[src/rtl/uart_tx_arbiter.sv]
// Round-robin arbiter that shares one UART serializer between REQ_NUM byte requesters.
// One byte per grant, one-cycle launch pulse, grant held until frame completion or watchdog abort.
module uart_tx_arbiter #(
  parameter int unsigned DLY         = 1,
  parameter int unsigned DATA_WIDTH  = 8,
  parameter int unsigned REQ_NUM     = 4,
  parameter int unsigned TIMEOUT_CYC = 65535
) (
  input  logic                          clk_i,
  input  logic                          rst_n_i,
  input  logic [REQ_NUM-1:0]            req_vld_i,
  input  logic [REQ_NUM*DATA_WIDTH-1:0] req_data_i,
  input  logic [REQ_NUM-1:0]            req_lock_i,
  output logic [REQ_NUM-1:0]            req_rdy_o,
  output logic [DATA_WIDTH-1:0]         tx_data_o,
  output logic                          tx_vld_o,
  input  logic                          tx_done_i,
  output logic [REQ_NUM-1:0]            grant_o,
  output logic                          busy_o,
  output logic                          err_o
);

  localparam int unsigned IdxW = $clog2(REQ_NUM);
  // DLY only models assignment delay in simulation; it has no role in the logic.
  localparam int unsigned TimeoutCyc = TIMEOUT_CYC + 0 * DLY;
  localparam logic [15:0] WdLast = (TimeoutCyc == 0) ? 16'd0 : 16'(TimeoutCyc - 1);

  typedef enum logic [2:0] {
    StIdle = 3'b001,
    StSend = 3'b010,
    StWait = 3'b100
  } state_e;

  state_e                  state_q, state_d;
  logic [IdxW-1:0]         last_q, last_d;
  logic [DATA_WIDTH-1:0]   tx_data_q, tx_data_d;
  logic                    tx_vld_q, tx_vld_d;
  logic [REQ_NUM-1:0]      req_rdy_q, req_rdy_d;
  logic [REQ_NUM-1:0]      grant_q, grant_d;
  logic                    err_q, err_d;
  logic [15:0]             wd_cnt_q, wd_cnt_d;

  logic [IdxW-1:0]         win_idx;
  logic [IdxW-1:0]         cand;
  logic                    win_hit;
  logic [REQ_NUM-1:0]      win_oh;
  logic [DATA_WIDTH-1:0]   win_data;
  logic                    wd_expire;

  // Winner: a locked, still-valid last owner keeps the grant; otherwise the first valid
  // requester after last, wrapping round to last itself.
  always_comb begin
    win_idx = last_q;
    cand    = '0;
    win_hit = 1'b0;
    if (req_lock_i[last_q] && req_vld_i[last_q]) begin
      win_hit = 1'b1;
    end else begin
      for (int unsigned i = 1; i <= REQ_NUM; i++) begin
        cand = IdxW'((32'(last_q) + i) % REQ_NUM);
        if (!win_hit && req_vld_i[cand]) begin
          win_hit = 1'b1;
          win_idx = cand;
        end
      end
    end
    win_oh          = '0;
    win_oh[win_idx] = 1'b1;
    win_data        = req_data_i[32'(win_idx) * DATA_WIDTH +: DATA_WIDTH];
  end

  assign wd_expire = (TimeoutCyc != 0) && (wd_cnt_q == WdLast);

  always_comb begin
    state_d   = state_q;
    last_d    = last_q;
    tx_data_d = tx_data_q;
    grant_d   = grant_q;
    wd_cnt_d  = wd_cnt_q;
    tx_vld_d  = 1'b0;
    req_rdy_d = '0;
    err_d     = 1'b0;
    case (state_q)
      StIdle: begin
        wd_cnt_d = '0;
        if (win_hit) begin
          tx_data_d = win_data;
          grant_d   = win_oh;
          req_rdy_d = win_oh;
          tx_vld_d  = 1'b1;
          last_d    = win_idx;
          state_d   = StSend;
        end
      end
      StSend: begin
        wd_cnt_d = '0;
        state_d  = StWait;
      end
      StWait: begin
        // A completion in the timeout cycle takes precedence over the abort.
        if (tx_done_i) begin
          state_d  = StIdle;
          grant_d  = '0;
          wd_cnt_d = '0;
        end else if (wd_expire) begin
          err_d    = 1'b1;
          state_d  = StIdle;
          grant_d  = '0;
          wd_cnt_d = '0;
        end else begin
          wd_cnt_d = wd_cnt_q + 16'd1;
        end
      end
      default: begin
        state_d  = StIdle;
        grant_d  = '0;
        wd_cnt_d = '0;
      end
    endcase
  end

  always_ff @(posedge clk_i or negedge rst_n_i) begin
    if (!rst_n_i) begin
      state_q   <= StIdle;
      last_q    <= IdxW'(REQ_NUM - 1);
      tx_data_q <= '0;
      tx_vld_q  <= 1'b0;
      req_rdy_q <= '0;
      grant_q   <= '0;
      err_q     <= 1'b0;
      wd_cnt_q  <= '0;
    end else begin
      state_q   <= state_d;
      last_q    <= last_d;
      tx_data_q <= tx_data_d;
      tx_vld_q  <= tx_vld_d;
      req_rdy_q <= req_rdy_d;
      grant_q   <= grant_d;
      err_q     <= err_d;
      wd_cnt_q  <= wd_cnt_d;
    end
  end

  assign req_rdy_o = req_rdy_q;
  assign tx_data_o = tx_data_q;
  assign tx_vld_o  = tx_vld_q;
  assign grant_o   = grant_q;
  assign err_o     = err_q;
  assign busy_o    = (state_q != StIdle);

endmodule

[config.mk]
export PLATFORM = sky130hd
export DESIGN_NAME = uart_tx_arbiter
export DESIGN_NICKNAME = d
export VERILOG_FILES = /design/src/rtl/uart_tx_arbiter.sv
export SDC_FILE = /design/constraint.sdc
export NUM_CORES = 1
export LEC_CHECK = 0
export ABC_AREA = 1
export ABC_CLOCK_PERIOD_IN_PS = 5300
export BUFFER_PORTS_ARGS = -buffer_cell sky130_fd_sc_hd__buf_2
export CAP_MARGIN = 40
export CELL_PAD_IN_SITES_DETAIL_PLACEMENT = 0
export CELL_PAD_IN_SITES_GLOBAL_PLACEMENT = 1
export CORE_MARGIN = 10
export CORE_UTILIZATION = 40
export CTS_CLUSTER_SIZE = 16
export DETAILED_ROUTE_END_ITERATION = 10
export PLACE_DENSITY_LB_ADDON = 0.1
export SLEW_MARGIN = 10
export SYNTH_ARGS = -nofsm -noshare
export SYNTH_HDL_FRONTEND = slang
export SYNTH_SLANG_ARGS = --single-unit
export TNS_END_PERCENT = 10
[constraint.sdc]
create_clock -name clk_i -period 5.3 [get_ports clk_i]
set_input_delay 0.265 -clock clk_i [delete_from_list [all_inputs] [get_ports clk_i]]
set_output_delay 0.265 -clock clk_i [all_outputs]
set_load 0.01 [all_outputs]
==> results of run 1 <==
==> cells in the mapped netlist, types with 2 or more instances <==
library cell  number  area share
a21oi_1            8       0.017
buf_6              2      0.0095
dfrtp_1           36        0.38
dfstp_2            3       0.033
nand2_2           23       0.061
nand3_2            2      0.0084
nor2_1            28       0.044
o21ai_0            9       0.019
ha_1               2       0.011
o21bai_1           2      0.0063
nand2_1          126        0.20
nand3_1           26       0.055
nand4_1            5       0.013
inv_1             26       0.041
buf_4              4       0.013
nor3_1             7       0.015
o21ai_1            3      0.0063
xor2_1             3       0.011
inv_2              3      0.0047
nand2_4            2      0.0095
==> state kept, by name, indices dropped and copies added, names as in the netlist <==
register	cells
err_o	1
grant_o	4
last_q	2
req_rdy_o	4
state_q	3
tx_data_o	8
tx_vld_o	1
wd_cnt_q	16
==> final cells by class <==
class | instances | area share
flip-flops and latches | 39 | 0.344
well taps | 72 | 0.0317
clock buffers | 6 | 0.0290
multi-input cells | 251 | 0.419
inverters | 31 | 0.0435
clock inverters | 2 | 0.0123
repair buffers | 63 | 0.120
==> timing repair <==
item	CTS	global route
endpoints found under the hold margin	13	0
hold buffers	1	0
setup endpoints to repair	0	0
==> where the power goes <==
part / internal (W) / switching, W / total, W / leakage (nW)
clock network: 0.000152 / 0.000102 / 0.000254 / 0.0612
registers: 0.000375 / 0.0000538 / 0.000428 / 0.519
logic: 0.000337 / 0.000724 / 0.00106 / 0.971
==> cells by family (layout without fill, tap and decap cells) <==
| group | Yosys count | count (layout) |
|---|---|---|
| flops | 39 | 39 |
| buf+inv | 39 | 102 |
| xor+xnor | 3 | 3 |
| fa+ha+maj | 2 | 2 |
| simple gates | 223 | 223 |
| compound gates | 23 | 23 |
==> worst min-delay path by stage <==
stage / from / to / slack (ns) / cells past startpoint
finish: tx_done_i / err_o$_DFF_PN0_ / 0.29 / 4
floorplan: rst_n_i / err_o$_DFF_PN0_ / -0.03 / 0
global placement: rst_n_i / wd_cnt_q[3]$_DFF_PN0_ / 0.42 / 1
detailed placement: rst_n_i / wd_cnt_q[3]$_DFF_PN0_ / 0.22 / 1
CTS: tx_done_i / err_o$_DFF_PN0_ / 0.27 / 4
global route: tx_done_i / err_o$_DFF_PN0_ / 0.29 / 4
==> tightest hold or removal path, delay by kind of cell <==
family                 cells  cell delay (ns)
buffers and inverters      1             0.08
and+or+nand+nor            3             0.19
==> routing by layer <==
metal | vias to the layer above | part of all wire | GRT usage
met4 | 0 | 0.016 | 0.0474
met5 | - | 0 | 0
met1 | 945 | 0.46 | 0.150
li1 | 1152 | - | -
met3 | 5 | 0.063 | 0.0454
met2 | 46 | 0.46 | 0.203
==> stage by stage <==
step | power (W) | hold WS (ns) | cells
after floorplan | 0.00134 | -0.0306 | 329
after global placement | 0.00151 | 0.422 | 454
after detailed placement | 0.00151 | 0.225 | 455
after CTS | 0.00177 | 0.275 | 464
after global routing | 0.00197 | 0.292 | 464
final | 0.00174 | 0.286 | 464
==> run summary, run 1 <==
Cts bufs inserted: 5
Compound-Gate Fraction of Synth Area: 0.0517
Post-CTS Resized: 0
Post-Syn Area: 2370 um^2
Nets: 436
Setup Buffers After CTS: 0
R2R setup slack: 3.01 ns
Number of global-route vias before repair: 2204
Pin count of the biggest net entering global routing: 24
Residual DRC: 0
Row count: 27
Rel. slew slack: 0.714
CTS tree: done
Final Util: 0.504
IO Count: 62
Clock root buffer: clkbuf_8
CP startpoint kind: flip-flop
Least-Margin Pin Slew: 0.428 ns
Gr usage total: 0.126
DIE AREA: 9410 um^2
Clock Path Buffers: 2
Global-route wire length before repair: 10100 um
Status: finished, final reports clean
Final hold viol count: 0
Critical path endpoint category: flip-flop
Placed cell areas: 2720 um^2
CP top delay family: simple AND/OR/NAND/NOR gates
Seq/Total Area, Yosys: 0.413
Power Dens Cells: 613 nW/um^2
Final HPWL DP: 4550 um
Most frequent CP cell: nand2_1
CP bufs+invs: 2
Die Wd: 97.0 um
Clock Skews: 0.00382 ns
Reg2reg start: last_q[0]$_DFFE_PN1P_
Core Box Area: 5640 um^2
Critical path class: flip-flop to flip-flop
Multiplexer share of the synthesized area: 0
TNS Setup: 0 ns
Post-synth EDFFs: 0
Worst-path fanout max: 14
Initial antenna violation count: 0
RSZ-0062 raised after global routing: no
Clock Sinks: 39
Design Area, Final: 2850 um^2
Pleak: 1.55 nW
CP max stage delay: 0.70 ns
Most frequent cells in the layout: nand2_1, buf_2, dfrtp_1, nor2_1
Dpl ws: 3.00 ns
Slew Limit Fails: 0
Vert. Die Dim: 97.0 um
Req. time, crit path: 5.52 ns
FFs w/ async S/R, synth: 1.00
Mapped Nets: 374
Peak VDD IR: 0.416 mV
Remaining Overflow, GRT: 0
Clk_lat worst skew: 0.29 ns
YS warnings: 0
Post-Synth Adder-Cell Area: 0.0106
FF-to-FF End: grant_o[0]$_DFFE_PN0P_
Reg clk slew, reported paths: 0.07 ns
Fillers: 568
Worst hold-check path type: primary input to flip-flop
Max-cap violations: 0
Post-Synth Simple-Gate Area: 0.429
Post-route ant nets: 0
Synth cell types: 29
Largest family of logic cells by synthesized area: simple AND/OR/NAND/NOR gates
Drt initial violations: 65
Syn Area/Cell: 7.21 um^2
First drt pass iteration count: 4
Via density: 4.63
Multi-input logic area: 1190 um^2
Total wire length: 5810 um
Detailed-route via count: 2148
Avg WL per Cell: 12.5 um
Worst setup endpoint: grant_o[0]$_DFFE_PN0P_
Antenna Cells: 0
Crit-path cells: nand2_1 -> nand2_1 -> nand2_1 -> nand2_1 -> nor2_1 -> inv_1 -> nand2_1 -> inv_1 -> nand2_1 -> o21ai_1
Fin worst setup slack: 3.01 ns
Min Tclk post-route: 2.29 ns
FF-to-FF path depth: 10
XOR/XNOR share of the synthesized area: 0.0111
Initial Util: 0.420
Stages on worst setup path: 10
Area Growth Syn to Fin: 20.0%
IO Port Bufs: 61
Final setup vio count: 0
Arrival time at the worst endpoint: 2.51 ns
Slowest cell on the critical path: dfstp_2
Sequential Area: 980 um^2
Final worst-path cycle share: 0.433
Mapped Cells: 329
Post-synth top flop: dfrtp_1
CP Launch Point: last_q[0]$_DFFE_PN1P_
Layout cells sized above 1: 0.276
Most common cell after layout, fill and taps aside: nand2_1
H-tree depth: 2
GPL Wtd Cong: 0.738
Count of state elements after synthesis: 39
Fmax: 0.436 GHz
No activity file was read; power rests on OpenSTA's default activity.
==> run 2, diff against run 1 <==
--- a/config.mk
+++ b/config.mk
@@ -6,13 +6,13 @@
 export NUM_CORES = 1
 export LEC_CHECK = 0
 export ABC_AREA = 1
-export ABC_CLOCK_PERIOD_IN_PS = 5300
+export ABC_CLOCK_PERIOD_IN_PS = 2150
 export BUFFER_PORTS_ARGS = -buffer_cell sky130_fd_sc_hd__buf_2
 export CAP_MARGIN = 40
 export CELL_PAD_IN_SITES_DETAIL_PLACEMENT = 0
 export CELL_PAD_IN_SITES_GLOBAL_PLACEMENT = 1
 export CORE_MARGIN = 10
-export CORE_UTILIZATION = 40
+export CORE_UTILIZATION = 37
 export CTS_CLUSTER_SIZE = 16
 export DETAILED_ROUTE_END_ITERATION = 10
 export PLACE_DENSITY_LB_ADDON = 0.1
==> constraint.sdc (replaced) <==
create_clock -name clk_i -period 2.15 [get_ports clk_i]
set_input_delay 0.1075 -clock clk_i [delete_from_list [all_inputs] [get_ports clk_i]]
set_output_delay 0.1075 -clock clk_i [all_outputs]
set_load 0.01 [all_outputs]
==> run 2 against run 1 <==
Clock skew is 0.0025 ns higher. Clock-buffer cell count is 1 lower. Largest cell class unchanged. Register-to-register slack worse by 2.9 ns.
==> run summary, run 2 (synthesized netlist as in run 1, its figures left out) <==
Status: finished, final reports clean
Cts bufs inserted: 5
CP bufs+invs: 5
Fillers: 662
Remaining Overflow, GRT: 0
Peak VDD IR: 0.974 mV
Reg clk slew, reported paths: 0.08 ns
Least-Margin Pin Slew: 0.329 ns
Slowest cell on the critical path: dfstp_2
Pleak: 1.63 nW
Pin count of the biggest net entering global routing: 28
Post-route ant nets: 0
CP Launch Point: last_q[0]$_DFFE_PN1P_
Clock network power share: 0.146
Crit-path cells: buf_12 -> inv_8 -> nand2_1 -> nand2_1 -> nand2_1 -> nand2_1 -> inv_2 -> nand2_4 -> nand3_4 -> nand2_8 -> buf_4 -> inv_2 -> nand2_2 -> o21ai_1
Vert. Die Dim: 100 um
Drt initial violations: 72
Final HPWL DP: 4620 um
Non-filler cells, final: 483
Worst-path fanout max: 10
Number of global-route vias before repair: 2166
Int Power: 0.00258 W
Fin worst setup slack: 0.141 ns
Nets: 450
CP startpoint kind: flip-flop
Sequential Power Share: 0.206
Req. time, crit path: 2.38 ns
Initial Util: 0.378
R2R setup slack: 0.14 ns
Min Tclk post-route: 2.01 ns
Final worst-path cycle share: 0.935
TNS Setup: 0 ns
Fmax: 0.498 GHz
Combinational power share: 0.649
IO Port Bufs: 61
Residual DRC: 0
Row count: 29
IO Count: 62
Cells after DPL: 465
Avg WL per Cell: 12.8 um
Slew Limit Fails: 0
Reg with most FFs: wd_cnt_q
Power Dens Cells: 1640 nW/um^2
GPL Wtd Cong: 0.762
Via density: 4.57
Most frequent CP cell: nand2_1
Initial antenna violation count: 0
Stages on worst setup path: 14
Clock Sinks: 39
Die Wd: 100 um
Clock Skews: 0.00631 ns
Global-route wire length before repair: 9940 um
CP max stage delay: 0.56 ns
Layout cells sized above 1: 0.308
Max-cap violations: 0
Clock Path Buffers: 2
FF-to-FF End: grant_o[1]$_DFFE_PN0P_
Reg2reg start: last_q[0]$_DFFE_PN1P_
FF-to-FF path depth: 14
Max FFs per register: 16
Final hold viol count: 0
First drt pass iteration count: 4
Arrival time at the worst endpoint: 2.23 ns
Worst hold-check path type: primary input to flip-flop
Final setup vio count: 0
Total wire length: 6180 um
Rel. slew slack: 0.779
Net Switching: 0.00240 W
Core Box Area: 6280 um^2
Hold slack: 0.126 ns
H-tree depth: 2
Multi-input logic area: 1240 um^2
Clk_lat worst skew: 0.29 ns
Detailed-route via count: 2205
Dpl ws: 0.000987 ns
Critical path class: flip-flop to flip-flop
Antenna Cells: 0
Sequential Area: 980 um^2
Net Sw Frac: 0.483
Area Growth Syn to Fin: 28.0%
CTS tree: done
Critical path endpoint category: flip-flop
Worst setup endpoint: grant_o[1]$_DFFE_PN0P_
Gr usage total: 0.118
CP top delay family: simple AND/OR/NAND/NOR gates
DIE AREA: 10000 um^2
Most frequent cells in the layout: nand2_1, buf_2, dfrtp_1, nor2_1, nand3_1
Most common cell after layout, fill and taps aside: nand2_1
Clock root buffer: clkbuf_8
[run 2: cell types whose count changed in the layout (fill, tap and decap cells not counted), moves of 2 or more]
cell        delta
buf_4         +10
buf_12         +3
nand2_4        +3
clkinvlp_4     +2
nand2_2        -2
[run 2: area by class of cell]
type,instances,area share
clock buffers,5,0.0227
clock inverters,3,0.0223
inverters,31,0.0429
multi-input cells,253,0.409
flip-flops and latches,39,0.323
well taps,77,0.0318
repair buffers,75,0.148
[run 2: power groups by stage]
stage / logic [W] / registers, W / clock network [W]
floorplan: 0.00227 / 0.00104 / 0
global placement: 0.00282 / 0.00107 / 0
detailed placement: 0.00285 / 0.00107 / 0
CTS: 0.00288 / 0.00105 / 0.000750
global route: 0.00365 / 0.00104 / 0.000777
finish: 0.00323 / 0.00102 / 0.000725
[run 2: worst min-delay path, stage by stage]
cell and delay, ns:
buf_2 0.08, nor2_1 0.03, nand3_1 0.09, nor3_1 0.07
[run 2: worst min-delay path by stage]
stage	start	end	slack, ns	depth (start not counted)
2_1_floorplan	rst_n_i	err_o$_DFF_PN0_	-0.19	0
3_3_place_gp	rst_n_i	wd_cnt_q[2]$_DFF_PN0_	0.28	1
3_5_place_dp	rst_n_i	wd_cnt_q[2]$_DFF_PN0_	0.03	1
4_1_cts	tx_done_i	err_o$_DFF_PN0_	0.12	4
5_1_grt	tx_done_i	err_o$_DFF_PN0_	0.15	4
6_report	tx_done_i	err_o$_DFF_PN0_	0.13	4
[run 2: layer usage]
layer | share of wire | vias up | GRT usage
li1 | - | 1187 | -
met4 | 0.014 | 0 | 0.0500
met2 | 0.48 | 38 | 0.189
met5 | 0 | - | 0
met3 | 0.046 | 6 | 0.0343
met1 | 0.46 | 974 | 0.146
[run 2: timing repair]
item	CTS	global route
pin swaps	0	3
hold buffers	1	0
endpoints found under the hold margin	12	0
resized for setup	0	10
setup endpoints to repair	1	17
cloned	0	2
buffers inserted	1	6
[run 2: per-stage QoR]
stage / utilization / total power [W] / area, um^2
finish: 0.483 / 0.00498 / 3030
global route: 0.483 / 0.00547 / 3030
CTS: 0.465 / 0.00467 / 2920
detailed placement: 0.441 / 0.00391 / 2770
global placement: 0.438 / 0.00389 / 2750
floorplan: - / 0.00331 / 2370
==> run 3, diff against run 2 <==
--- a/config.mk
+++ b/config.mk
@@ -11,7 +11,7 @@
 export CAP_MARGIN = 40
 export CELL_PAD_IN_SITES_DETAIL_PLACEMENT = 0
 export CELL_PAD_IN_SITES_GLOBAL_PLACEMENT = 1
-export CORE_MARGIN = 10
+export CORE_MARGIN = 4
 export CORE_UTILIZATION = 37
 export CTS_CLUSTER_SIZE = 16
 export DETAILED_ROUTE_END_ITERATION = 10
==> run 3 against run 2 <==
Routed wire length down 6.7%. First-iteration DRC count is 42% lower. Combinational power is 6.5% higher. Register-to-register slack barely moved. Sequential share of layout area increased by 0.053 points. Critical endpoint is now tx_data_o[6]$_DFFE_PN0P_. Highest routed layer unchanged.
==> run summary, run 3 (synthesized netlist as in run 1, its figures left out) <==
Antenna Cells: 0
Arrival time at the worst endpoint: 2.19 ns
GPL Wtd Cong: 0.774
Power Dens Cells: 1630 nW/um^2
CTS tree: done
Final Util: 0.500
Number of global-route vias before repair: 2082
Most common cell after layout, fill and taps aside: nand2_1
Initial Util: 0.391
Worst hold-check path type: primary input to flip-flop
CP top delay family: simple AND/OR/NAND/NOR gates
Hold_sp: tx_done_i
Reg with most FFs: wd_cnt_q
Critical path class: flip-flop to flip-flop
Drt initial violations: 42
Status: finished, final reports clean
Post-route ant nets: 0
Final worst-path cycle share: 0.933
Max FFs per register: 16
Reg clk slew, reported paths: 0.07 ns
Critical path endpoint category: flip-flop
CP startpoint kind: flip-flop
Initial antenna violation count: 0
FF-to-FF path depth: 17
Slowest cell on the critical path: dfstp_2
Layout cells sized above 1: 0.311
Clk_lat worst skew: 0.29 ns
Crit-path cells: buf_6 -> inv_8 -> nand2_2 -> nand3_2 -> nand2_2 -> nand2_2 -> nand2_2 -> nand2_4 -> nand2_4 -> nand2_8 -> buf_4 -> nand3_1 -> nand2_1 -> nand2_1 -> nand2_1 -> nand2_1 -> nand2_1
Fmax: 0.499 GHz
Total wire length: 5760 um
Max-cap violations: 0
Req. time, crit path: 2.34 ns
Reg2reg start: last_q[0]$_DFFE_PN1P_
Most frequent CP cell: nand2_1
Residual DRC: 0
RSZ-0062 raised after global routing: yes
Nets: 452
Avg WL per Cell: 11.9 um
Area Growth Syn to Fin: 27.8%
Gr usage total: 0.151
Clock root buffer: clkbuf_8
Peak VDD IR: 1.24 mV
DIE AREA: 7750 um^2
Pleak: 1.65 nW
Detailed-route via count: 2207
R2R setup slack: 0.14 ns
IO Count: 62
Remaining Overflow, GRT: 0
Slew Limit Fails: 0
Least-Margin Pin Slew: 0.427 ns
Final hold viol count: 0
Clock Sinks: 39
Min Tclk post-route: 2.01 ns
Final HPWL DP: 4320 um
Rel. slew slack: 0.715
Pin count of the biggest net entering global routing: 24
Core Box Area: 6060 um^2
Hold Path End: err_o$_DFF_PN0_
Worst-path fanout max: 11
Die Wd: 88.1 um
Cts bufs inserted: 5
Final setup vio count: 0
CP max stage delay: 0.57 ns
Row count: 28
TNS Setup: 0 ns
FF-to-FF End: tx_data_o[6]$_DFFE_PN0P_
Design Power: 0.00494 W
Clock Skews: 0.00594 ns
Clock Path Buffers: 2
CP bufs+invs: 3
IO Port Bufs: 61
Vert. Die Dim: 88.1 um
H-tree depth: 2
First drt pass iteration count: 5
Via density: 4.57
Worst hold stages: 4
Global-route wire length before repair: 9270 um
Most frequent cells in the layout: nand2_1, buf_2, dfrtp_1, inv_1, nand3_1
[run 3: final cells by class]
class	count	area, um^2
clock buffers	7	76.3
clock inverters	1	5.00
multi-input cells	251	1240
inverters	31	126
flip-flops and latches	39	980
well taps	75	93.8
fillers	619	3030
repair buffers	79	512
[run 3: timing repair]
item | CTS | global route
endpoints found under the setup margin | 3 | 18
resized for setup | 0 | 16
pin swaps | 0 | 6
endpoints found under the hold margin | 13 | 0
hold buffers | 1 | 0
buffers inserted | 1 | 10
[run 3: power by group]
part	internal (W)	switching, W
sequential	0.000922	0.0000978
clock	0.000228	0.000249
combinational	0.00140	0.00204
[run 3: layer usage]
layer / share of wire / wire (um) / global-route usage / vias to the layer above
met4: 0.014 / 78 / 0.0536 / 0
li1: - / - / - / 1184
met1: 0.47 / 2700 / 0.202 / 975
met3: 0.052 / 301 / 0.0310 / 5
met2: 0.47 / 2690 / 0.245 / 43
met5: 0 / 0 / 0 / -
[run 3: tightest hold or removal path: stages]
cell     delay [ns]
buf_2          0.08
nor2_1         0.03
nand3_1        0.09
nor3_1         0.07
[run 3: metrics by stage]
stage	setup slack, ns	hold WS, ns	area [um^2]	std cells
finish	0.144	0.123	3030	483
global route	-0.0244	0.157	3030	483
CTS	0.0253	0.118	2870	473
detailed placement	-0.0284	0.0640	2770	463
global placement	0.0398	0.273	2740	462
floorplan	0.307	-0.188	2370	329
[run 3: worst max-delay path by stage]
stage	startpoint	end	slack (ns)	cells past startpoint
finish	last_q[0]$_DFFE_PN1P_	tx_data_o[6]$_DFFE_PN0P_	0.14	17
floorplan	last_q[0]$_DFFE_PN1P_	tx_data_o[0]$_DFFE_PN0P_	0.31	17
global placement	last_q[0]$_DFFE_PN1P_	tx_data_o[6]$_DFFE_PN0P_	0.04	16
global route	last_q[0]$_DFFE_PN1P_	tx_data_o[3]$_DFFE_PN0P_	-0.02	15
CTS	last_q[0]$_DFFE_PN1P_	tx_data_o[6]$_DFFE_PN0P_	0.03	15
detailed placement	last_q[0]$_DFFE_PN1P_	tx_data_o[6]$_DFFE_PN0P_	-0.03	15
